[src/rtl/vga_timing_gen.sv]
// vga_timing_gen: parametrised VGA raster timing with pixel-enable divider and frame-boundary halt
module vga_timing_gen #(
  parameter int H_ACTIVE = 640,
  parameter int H_FP     = 16,
  parameter int H_SYNC   = 96,
  parameter int H_BP     = 48,
  parameter int V_ACTIVE = 480,
  parameter int V_FP     = 10,
  parameter int V_SYNC   = 2,
  parameter int V_BP     = 33,
  parameter bit HS_POL   = 1'b0,
  parameter bit VS_POL   = 1'b0,
  parameter int PIX_DIV  = 2,
  parameter int CW       = 11
) (
  input  logic          Clk,
  input  logic          Reset,
  input  logic          run,
  output logic [CW-1:0] DrawX,
  output logic [CW-1:0] DrawY,
  output logic          hs,
  output logic          vs,
  output logic          blank,
  output logic          vblank,
  output logic          sync,
  output logic          pix_stb,
  output logic          line_start,
  output logic          frame_start,
  output logic [7:0]    frame_cnt
);
  localparam int H_TOTAL = H_ACTIVE + H_FP + H_SYNC + H_BP;
  localparam int V_TOTAL = V_ACTIVE + V_FP + V_SYNC + V_BP;
  localparam int DW = PIX_DIV > 1 ? $clog2(PIX_DIV) : 1;
  localparam logic [CW-1:0] HT1 = CW'(H_TOTAL - 1);
  localparam logic [CW-1:0] VT1 = CW'(V_TOTAL - 1);
  localparam logic [CW-1:0] HA  = CW'(H_ACTIVE);
  localparam logic [CW-1:0] VA  = CW'(V_ACTIVE);
  localparam logic [CW-1:0] HSS = CW'(H_ACTIVE + H_FP);
  localparam logic [CW-1:0] HSE = CW'(H_ACTIVE + H_FP + H_SYNC);
  localparam logic [CW-1:0] VSS = CW'(V_ACTIVE + V_FP);
  localparam logic [CW-1:0] VSE = CW'(V_ACTIVE + V_FP + V_SYNC);
  localparam logic [DW-1:0] DMAX = DW'(PIX_DIV - 1);
  typedef enum logic {IDLE, RUN} state_t;
  state_t state, state_nxt;
  logic [DW-1:0] div_cnt;
  logic [CW-1:0] hc, vc;
  logic pix_en, h_last, v_last;
  assign pix_en = (state == RUN) && (div_cnt == DMAX);
  assign h_last = hc == HT1;
  assign v_last = vc == VT1;
  assign sync   = 1'b0;
  // halt is only honoured when the last pixel of the frame is consumed
  always_comb begin
    state_nxt = state;
    if (state == IDLE)
      state_nxt = run ? RUN : IDLE;
    else
      state_nxt = (pix_en && h_last && v_last && !run) ? IDLE : RUN;
  end
  always_ff @(posedge Clk or posedge Reset)
    if (Reset) state <= IDLE;
    else state <= state_nxt;
  always_ff @(posedge Clk or posedge Reset) begin
    if (Reset) begin
      div_cnt     <= '0;
      hc          <= '0;
      vc          <= '0;
      DrawX       <= '0;
      DrawY       <= '0;
      hs          <= ~HS_POL;
      vs          <= ~VS_POL;
      blank       <= 1'b0;
      vblank      <= 1'b0;
      pix_stb     <= 1'b0;
      line_start  <= 1'b0;
      frame_start <= 1'b0;
      frame_cnt   <= '0;
    end else begin
      pix_stb     <= pix_en;
      line_start  <= pix_en && hc == '0;
      frame_start <= pix_en && hc == '0 && vc == '0;
      if (frame_start) frame_cnt <= frame_cnt + 8'd1;
      if (state == IDLE) begin
        div_cnt <= '0;
        hc      <= '0;
        vc      <= '0;
      end else begin
        div_cnt <= pix_en ? '0 : div_cnt + 1'b1;
        if (pix_en) begin
          DrawX  <= hc;
          DrawY  <= vc;
          blank  <= (hc < HA) && (vc < VA);
          vblank <= vc >= VA;
          hs     <= (hc >= HSS && hc < HSE) ? HS_POL : ~HS_POL;
          vs     <= (vc >= VSS && vc < VSE) ? VS_POL : ~VS_POL;
          hc     <= h_last ? '0 : hc + 1'b1;
          if (h_last) vc <= v_last ? '0 : vc + 1'b1;
        end
      end
    end
  end
endmodule

[config.mk]
export PLATFORM = sky130hd
export DESIGN_NAME = vga_timing_gen
export DESIGN_NICKNAME = d
export VERILOG_FILES = /design/src/rtl/vga_timing_gen.sv
export SDC_FILE = /design/constraint.sdc
export NUM_CORES = 1
export LEC_CHECK = 0
export ABC_AREA = 1
export CORE_ASPECT_RATIO = 1.75
export CORE_MARGIN = 5
export CORE_UTILIZATION = 47
export CTS_BUF_LIST = sky130_fd_sc_hd__clkbuf_8
export CTS_CLUSTER_DIAMETER = 200
export DETAILED_ROUTE_END_ITERATION = 8
export GPL_ROUTABILITY_DRIVEN = 0
export PLACE_DENSITY = 0.73
export SYNTH_ARGS = -nofsm -noshare
export SYNTH_HDL_FRONTEND = slang
export SYNTH_SLANG_ARGS = --single-unit
[constraint.sdc]
create_clock -name Clk -period 1.8 [get_ports Clk]
set_input_delay 0.36 -clock Clk [delete_from_list [all_inputs] [get_ports Clk]]
set_output_delay 0.36 -clock Clk [all_outputs]
set_load 0.005 [all_outputs]
==> results of run 1 <==
area by class of cell:
cell class | instances | area [um2]
repair buffers | 44 | 440
inverters | 44 | 174
clock inverters | 5 | 20.0
well taps | 80 | 100
fillers | 518 | 2550
multi-input cells | 228 | 1160
clock buffers | 11 | 151
flip-flops and latches | 61 | 1530
cell usage after synthesis, types with 3 or more instances:
cell and count:
nand2_1 76, nand4_1 15, nor3_2 3, inv_1 39
a21oi_1 4, inv_2 4, ha_1 5, nand2_2 3
o21ai_0 38, dfrtp_1 59, xor2_1 3, nand3_1 18
nor2_1 34, clkbuf_1 4, nor3_1 10
routing by layer:
| metal | GRT usage (%) | routed length [um] | up-vias |
|---|---|---|---|
| met3 | 4.23 | 298 | 16 |
| met1 | 20.1 | 2750 | 1153 |
| li1 | - | - | 1204 |
| met2 | 31.2 | 3340 | 60 |
| met4 | 9.78 | 155 | 0 |
| met5 | 0 | 0 | - |
worst register-to-register path: stages (launching register included):
cell and delay (ns):
dfrtp_1 0.41, ha_1 0.25, nand4_2 0.19, nor3_4 0.45, nand4_1 0.13, o21ai_0 0.12
path summary, 6_finish.rpt:
check | startpoint | to | depth (start not counted)
setup / recovery | vs$_DFFE_PP1P_ | vs | 1
hold / removal | Reset | vc[0]$_DFFE_PP0P_ | 2
setup reg to reg | hc[0]$_DFFE_PP0P_ | vc[6]$_DFFE_PP0P_ | 5
hold reg to reg | DrawY[7]$_DFFE_PP0P_ | DrawY[7]$_DFFE_PP0P_ | 2
max in group asynchronous | Reset | line_start$_DFF_PP0_ | 3
min in group Clk | DrawY[7]$_DFFE_PP0P_ | DrawY[7]$_DFFE_PP0P_ | 2
per-stage QoR:
stage / utilization, % / worst slack [ns] / total power (W) / std cells
floorplan: - / 0.405 / 0.00142 / 341
global placement: 55.5 / 0.217 / 0.00144 / 457
detailed placement: 55.5 / 0.179 / 0.00144 / 457
CTS: 58.3 / 0.0242 / 0.00249 / 473
global route: 58.3 / 0.00812 / 0.00254 / 473
finish: 58.3 / 0.0529 / 0.00245 / 473
state kept, by name, summed over array words and instances (netlist names), 8 cells and up:
signal / count
vc: 11
DrawX: 11
frame_cnt: 8
DrawY: 11
hc: 11
where the power goes:
part	internal, W	total, W	switching [W]	leakage, nW
Clock	0.000552	0.00104	0.000490	0.104
Combinational	0.0000116	0.0000395	0.0000278	0.732
Sequential	0.00137	0.00137	0	0.797
cells by family after synthesis:
group                      Yosys count
xor gates and xnor gates             5
AOI/OAI and AO/OA                   49
and+or+nand+nor                    168
buffers and inverters               52
adders and majority gates            5
other                                1
DFF                                 61
==> results.md, run 1 <==
- Fin crit share: 97.1%
- DP Area: 0.00341 mm2
- Inserted Diodes: 0
- I/O Buffers: 39
- Root buffer cell: clkbuf_8
- Site Rows: 38
- Setup tns final: 0 ns
- #FFs+latches synth: 61
- Die Wd: 69.4 um
- Yosys top cell by area: dfrtp_1
- Worst Setup End Kind: output port
- Vias in the first global route: 2,400
- Critical Path, Cell by Cell: clkdlybuf4s50_1
- Starting DRT DRC Count: 104
- Clock transition at the registers of the reported paths: 0.07 ns
- Simple-gate share of the synthesized area: 27.3%
- CTS Hold Bufs: 0
- Crit-path max cell delay: 0.54 ns
- Final setup fails: 0
- Startpoint Class: register
- CTS HTree Levels: 3
- WS Path Type: register to output port
- Routed via count: 2,433
- Pins Over Slew Limit: 0
- Async set-or-reset flop fraction in the synthesized netlist: 100%
- Fmax: 572 MHz
- Min Hold Slack: 0.361 ns
- Worst hold path type: input pin to async pin
- Post-DRT Antenna Nets: 0
- Vias per inst: 5.14
- Worst VDD drop: 315 uV
- Die Y: 114 um
- Cells after Synth: 341
- Post-synth cell types: 35
- Clock tree buffer depth: 2
- Post-CTS setup buffer count: 0
- Fin crit period: 1.75 ns
- Leakage: 1.63 nW
- Post-Syn Area: 0.00291 mm2
- Initial antenna violation count: 0
- Clk_lat worst skew: 0.34 ns
- Boundary pin count: 41
- Share of the synthesized area in the top cell type: 50.8%
- Least-Margin Pin Slew: 0.502 ns
- Pwr per Cell Area: 685 mW/mm2
- Most frequent cells in the layout: nand2_1 (76), dfrtp_1 (59), inv_1 (42)
- Data required, critical path: 1.44 ns
- Adder-cell share of the synthesized area: 2.15%
- Mapped Avg Cell Area: 8.52 um2
- Drt total wl: 6550 um
- Die area: 0.00792 mm2
- Post-synth EDFFs: 0
- Post-CTS Resized: 0
- Finished Cell Area: 0.00358 mm2
- Clk_skew: 0.0109 ns
- Worst Path Max Fanout: 2
- Starting density of the core: 47.4%
- Worst path slowest cell: dfstp_2
- CP arrival: 1.39 ns
- Clk sinks: 61
- Complex-gate fraction of the synthesized area: 8.91%
- Top FF cell, synth: dfrtp_1
- WL/cell: 13.9 um
- Status: completed
- Drt pass-1 iters: 4
- Final net count: 396
- Reg2Reg Setup Slack: 0.17 ns
- Syn nets: 349
- Main combinational cell family by area after synthesis: simple AND/OR/NAND/NOR gates
- Grt total ovfl: 0
- Most common cell after layout, fill and taps aside: nand2_1
- HPWL Detailed: 4980 um
- Xor/xnor share of the synthesized area: 1.51%
- Layout cells sized above 1: 9.67%
- Mux contribution to synthesized area: 0%
- Top cells by area, synth: dfrtp_1 (51%), nand2_1 (9.8%), o21ai_0 (6.5%), inv_1 (5.0%), nor2_1 (4.4%)
- Fin. Hold Viols: 0
- RSZ-0062 raised after global routing: no
- Synth warn: 0
- Delay-heaviest family, CP: flip-flops
- Rel. slew slack: 66.3%
- Total GRT Usage: 17.9%
- # DRC: 0
- Max-Cap Viols: 0
- Largest net degree at the start of global routing: 26
- Num CTS Buffers: 9
- CTS tree: done
- Worst path bufs/invs: 1
- Core area: 0.00613 mm2
- Post-synthesis sequential area ratio: 52.6%
- First-pass GRT wire length: 11,100 um
- Area growth syn-to-layout: 23.1%
No activity file was read; power rests on OpenSTA's default activity.
==> run 2: changes to the inputs <==
- SETUP_SLACK_MARGIN: unset -> 0.3
==> run 2 against run 1 <==
Compared with the run above:
- sequential power about the same
- critical path depth unchanged
- clock-buffer cell count unchanged
- cell area up 7.7%
- fmax up 20%
- flip-flop and latch count unchanged
- non-clock buffer count up 27
- global-route usage up 0.45 points
- critical endpoint unchanged
- die area unchanged
==> results.md, run 2 (synthesis gave the netlist of run 1 again) <==
- Final Util: 62.9% (+4.5 points)
- HPWL Detailed: 4980 um (unchanged)
- I/O Buffers: 39 (unchanged)
- Grt total ovfl: 0 (unchanged)
- Crit-path max cell delay: 0.54 ns (about the same)
- Post-DRT Antenna Nets: 0 (unchanged)
- Fin crit share: 80.8% (-16 points)
- Startpoint Class: register
- Layout fillers: 509 (-1.7%)
- First-pass GRT wire length: 11,400 um (+2.8%)
- Max-Cap Viols: 0 (unchanged)
- Die area: 0.00792 mm2 (unchanged)
- # DRC: 0 (unchanged)
- Most frequent cells in the layout: nand2_1 (76), dfrtp_1 (57), inv_1 (41)
- Die Wd: 69.4 um (unchanged)
- Status: completed
- Num CTS Buffers: 9 (unchanged)
- Initial antenna violation count: 0 (unchanged)
- CTS Hold Bufs: 0 (unchanged)
- Final net count: 423 (+6.8%)
- Core area: 0.00613 mm2 (unchanged)
- Most common cell after layout, fill and taps aside: nand2_1
- Clk_skew: 0.0129 ns (+0.00205 ns)
- Root buffer cell: clkbuf_8
- Worst hold path type: input pin to async pin
- Area growth syn-to-layout: 32.6%
- Setup tns final: 0 ns (unchanged)
- Delay-heaviest family, CP: flip-flops
- Fin crit period: 1.45 ns (-0.293 ns)
- Routed via count: 2,603 (+7.0%)
- Critical Path, Cell by Cell: clkdlybuf4s15_1
- Worst Path Max Fanout: 2 (unchanged)
- Drt total wl: 7040 um (+7.4%)
- Vias in the first global route: 2,458 (+2.4%)
- Fin. Hold Viols: 0 (unchanged)
- Worst Setup End Kind: output port
- Pwr per Cell Area: 637 mW/mm2 (-7.0%)
- Layout cells sized above 1: 17.6% (+7.9 points)
- Vias per inst: 5.21 (+1.2%)
- Clk sinks: 61 (unchanged)
- Worst path slowest cell: dfstp_2
- Starting density of the core: 47.4% (unchanged)
- Boundary pin count: 41 (unchanged)
- WL/cell: 14.1 um (+1.6%)
- Drt pass-1 iters: 4 (unchanged)
- Clock transition at the registers of the reported paths: 0.07 ns (about the same)
- CTS HTree Levels: 3 (unchanged)
- Die Y: 114 um (unchanged)
- Fmax: 688 MHz (+20%)
- CTS tree: done
- Total GRT Usage: 18.4% (+0.45 points)
- Worst path bufs/invs: 1 (unchanged)
- Data required, critical path: 1.44 ns (about the same)
- Clk_lat worst skew: 0.35 ns (about the same)
- Pins Over Slew Limit: 0 (unchanged)
- Largest net degree at the start of global routing: 26 (unchanged)
- WS Path Type: register to output port
- Inserted Diodes: 0 (unchanged)
- Final setup fails: 0 (unchanged)
- CP arrival: 1.09 ns (-0.30 ns)
- Clock tree buffer depth: 2 (unchanged)
- Leakage: 1.91 nW (+17%)
- Worst VDD drop: 330 uV (+4.5%)
- Site Rows: 38 (unchanged)
- Starting DRT DRC Count: 100 (-3.8%)
- RSZ-0062 raised after global routing: yes
## run 2: changes by cell type in the layout (fill, tap and decap cells not counted), moves of 3 or more
| cell | before | now |
|---|---|---|
| nor2_1 | 34 | 31 |
| buf_4 | 4 | 28 |
| dlygate4sd2_1 | 0 | 36 |
| clkdlybuf4s50_1 | 39 | 2 |
| buf_12 | 1 | 4 |
## run 2: layout make-up
cell class / instances / area, um2 / share of cell area (%)
clock buffers: 11 / 151 / 3.93
clock inverters: 5 / 20.0 / 0.519
inverters: 44 / 174 / 4.51
multi-input cells: 228 / 1240 / 32.2
flip-flops and latches: 61 / 1530 / 39.7
well taps: 80 / 100 / 2.60
repair buffers: 71 / 636 / 16.5
## run 2: timing repair
item	in CTS	in global routing
setup endpoints to repair	50	29
resized for setup	41	16
setup buffers	14	13
pin swaps	1	3
## run 2: final timing paths
kind | slack, ns | start | endpoint | depth (start not counted)
max in group asynchronous | 0.89 | Reset | state$_DFF_PP0_ | 3
min reg2reg | 0.49 | DrawY[7]$_DFFE_PP0P_ | DrawY[7]$_DFFE_PP0P_ | 2
max | 0.35 | vs$_DFFE_PP1P_ | vs | 1
max reg2reg | 0.38 | hc[10]$_DFFE_PP0P_ | hc[5]$_DFFE_PP0P_ | 7
min | 0.36 | Reset | vc[1]$_DFFE_PP0P_ | 2
min in group Clk | 0.49 | DrawY[7]$_DFFE_PP0P_ | DrawY[7]$_DFFE_PP0P_ | 2
## run 2: metal layers
| layer | part of all wire (%) | up-vias | global-route usage [%] |
|---|---|---|---|
| met1 | 41 | 1240 | 20.6 |
| li1 | - | 1261 | - |
| met3 | 4.8 | 17 | 4.23 |
| met4 | 2.9 | 0 | 9.91 |
| met5 | 0 | - | 0 |
| met2 | 52 | 85 | 32.0 |
## run 2: power breakdown
group	total, W	internal, W	leakage (nW)	switching (W)
Clock	0.00105	0.000552	0.104	0.000494
Combinational	0.0000396	0.0000116	1.01	0.0000280
Sequential	0.00137	0.00137	0.795	0
Total	0.00246	0.00194	1.91	0.000522
## run 2: stage by stage
step | cells | setup slack (ns) | instance area (um2) | total power [W] | hold WS (ns)
2_1_floorplan | 341 | 0.405 | 2910 | 0.00142 | 0.471
3_3_place_gp | 457 | 0.217 | 3410 | 0.00144 | 0.465
3_5_place_dp | 457 | 0.179 | 3410 | 0.00144 | 0.475
4_1_cts | 487 | 0.289 | 3670 | 0.00249 | 0.365
5_1_grt | 500 | 0.244 | 3850 | 0.00255 | 0.394
6_report | 500 | 0.346 | 3850 | 0.00246 | 0.358
==> run 3: changes to the inputs <==
- clock period: 1.8 -> 1.3 ns (I/O delays scaled with it)
==> run 3 against run 2 <==
Compared with the run above:
- the flow now finishes with violations (negative setup slack)
- power increased by 72%
- sequential share of layout area fell by 8.9 points
- worst hold slack worse by 0.20 ns
- global-route usage increased by 4.4 points
- critical path depth up 5
- clock skew about the same
- via count up 25%
- die area unchanged
==> results.md, run 3 (synthesis gave the netlist of run 1 again) <==
- Starting DRT DRC Count: 335 (+240%)
- Boundary pin count: 41 (unchanged)
- Initial antenna violation count: 0 (unchanged)
- Status: complete, but fails checks
- Die area: 0.00792 mm2 (unchanged)
- First-pass GRT wire length: 14,100 um (+24%)
- Clock tree buffer depth: 2 (unchanged)
- Failing checks: negative setup slack
- Sw Pwr: 0.000850 W (+63%)
- WS Path Type: register to register
- # DRC: 0 (unchanged)
- HPWL Detailed: 5600 um (+13%)
- Clk_skew: 0.0125 ns (-0.000476 ns)
- Final Util: 81.3% (+18 points)
- CTS tree: done
- Die Wd: 69.4 um (unchanged)
- Worst Path Max Fanout: 4 (+2)
- Fin crit share: 113%
- CTS HTree Levels: 3 (unchanged)
- Pwr per Cell Area: 847 mW/mm2 (+33%)
- Inserted Diodes: 0 (unchanged)
- I/O Buffers: 39 (unchanged)
- Starting density of the core: 47.4% (unchanged)
- Final setup fails: 29 (+29)
- Largest net degree at the start of global routing: 38 (+46%)
- Switching Fraction: 20.1% (-1.1 points)
- P_int: 0.00337 W (+74%)
- Layout cells sized above 1: 56.8% (+39 points)
- Num CTS Buffers: 9 (unchanged)
- Fmax: 683 MHz
- Fin crit period: 1.46 ns
- Routed via count: 3,246 (+25%)
- Min Hold Slack: 0.155 ns (-0.204 ns)
- Max-Cap Viols: 0 (unchanged)
- Most frequent cells in the layout: buf_4 (93), dfrtp_1 (54), nand2_1 (44)
- Combinational power share: 1.4% (-0.2 points)
- Total GRT Usage: 22.7% (+4.4 points)
- RSZ-0062 raised after global routing: yes
- Area growth syn-to-layout: 71.5%
- Reg2Reg Setup Slack: -0.16 ns (-0.54 ns)
- Core area: 0.00613 mm2 (unchanged)
- Worst Setup End Kind: register
- Fin. Hold Viols: 0 (unchanged)
- Startpoint Class: register
- CP arrival: 1.73 ns (+0.64 ns)
- Vias per inst: 5.53 (+6.2%)
- Drt total wl: 10,800 um (+53%)
- Drt pass-1 iters: 5 (+1)
- Clock transition at the registers of the reported paths: 0.08 ns (about the same)
- Final net count: 510 (+21%)
- Worst VDD drop: 944 uV (+190%)
- Leakage: 2.48 nW (+30%)
- Vias in the first global route: 3,095 (+26%)
- Reg power frac: 44.9% (-11 points)
- Post-DRT Antenna Nets: 0 (unchanged)
- Worst hold path type: input pin to async pin
- Clk_lat worst skew: 0.36 ns (about the same)
- Die Y: 114 um (unchanged)
- Site Rows: 38 (unchanged)
- Pins Over Slew Limit: 0 (unchanged)
- Root buffer cell: clkbuf_8
- WL/cell: 18.3 um (+30%)
- PnR worst setup slack: -0.163 ns (-0.509 ns)
- Data required, critical path: 1.57 ns (+0.13 ns)
- Clk sinks: 61 (unchanged)
- Clock power share: 53.7% (+11 points)
- Grt total ovfl: 0 (unchanged)
- Most common cell after layout, fill and taps aside: buf_4
run 3: metrics by stage:
step	cells	total power, W	setup WS [ns]	cell area (um2)	setup TNS (ns)
after floorplan	341	0.00197	0.0362	2990	0
after global placement	499	0.00199	-0.0279	3810	-0.0757
after detailed placement	499	0.00199	-0.0983	3810	-0.838
after CTS	552	0.00423	-0.0303	4310	-0.201
after global routing	587	0.00436	-0.259	4990	-4.16
final	587	0.00422	-0.163	4990	-2.16
run 3: routing by layer:
metal | share of wire, % | track usage (%) | wire length (um) | vias up
met5 | 0 | 0 | 0 | -
met4 | 5.0 | 12.4 | 539 | 0
met3 | 5.7 | 6.53 | 614 | 55
met2 | 54 | 41.1 | 5770 | 186
met1 | 36 | 23.3 | 3840 | 1565
li1 | - | - | - | 1440
run 3: area by class of cell:
class	count	area [um2]
Multi-Input combinational cell	228	1600
Sequential cell	61	1540
Timing Repair Buffer	158	1300
Fill cell	314	1150
Inverter	44	184
Clock inverter	7	138
Clock buffer	9	124
Tap cell	80	100
run 3: path summary, 6_finish.rpt:
kind | cells after the start | startpoint | endpoint
setup / recovery | 6 | hc[8]$_DFFE_PP0P_ | frame_start$_DFF_PP0_
hold / removal | 2 | Reset | frame_cnt[2]$_DFFE_PP0P_
setup reg to reg | 6 | hc[8]$_DFFE_PP0P_ | frame_start$_DFF_PP0_
hold reg to reg | 1 | DrawY[4]$_DFFE_PP0P_ | DrawY[4]$_DFFE_PP0P_
max in group asynchronous | 3 | Reset | hs$_DFFE_PP1P_
min in group Clk | 2 | run | state$_DFF_PP0_
run 3: worst max-delay path, cell delays in order (launching register included):
cell     delay [ns]
dfrtp_1        0.41
buf_4          0.15
buf_4          0.13
buf_4          0.14
nor2_4         0.12
nand4_1        0.20
nor3_1         0.23
run 3: what timing repair did:
| item | CTS | global route |
|---|---|---|
| pin swaps | 22 | 30 |
| hold endpoints to repair | 0 | 0 |
| endpoints found under the setup margin | 95 | 96 |
| gates cloned | 0 | 3 |
| hold buffers | 0 | 0 |
| setup buffers | 37 | 32 |
| gates resized for setup | 191 | 119 |
run 3: power groups by stage:
stage                     registers, W  logic (W)  clock network, W
after floorplan                0.00193  0.0000315                 0
after global placement         0.00193  0.0000583                 0
after CTS                      0.00190  0.0000604           0.00227
after global routing           0.00190  0.0000679           0.00239
final                          0.00190  0.0000586           0.00227
after detailed placement       0.00193  0.0000602                 0
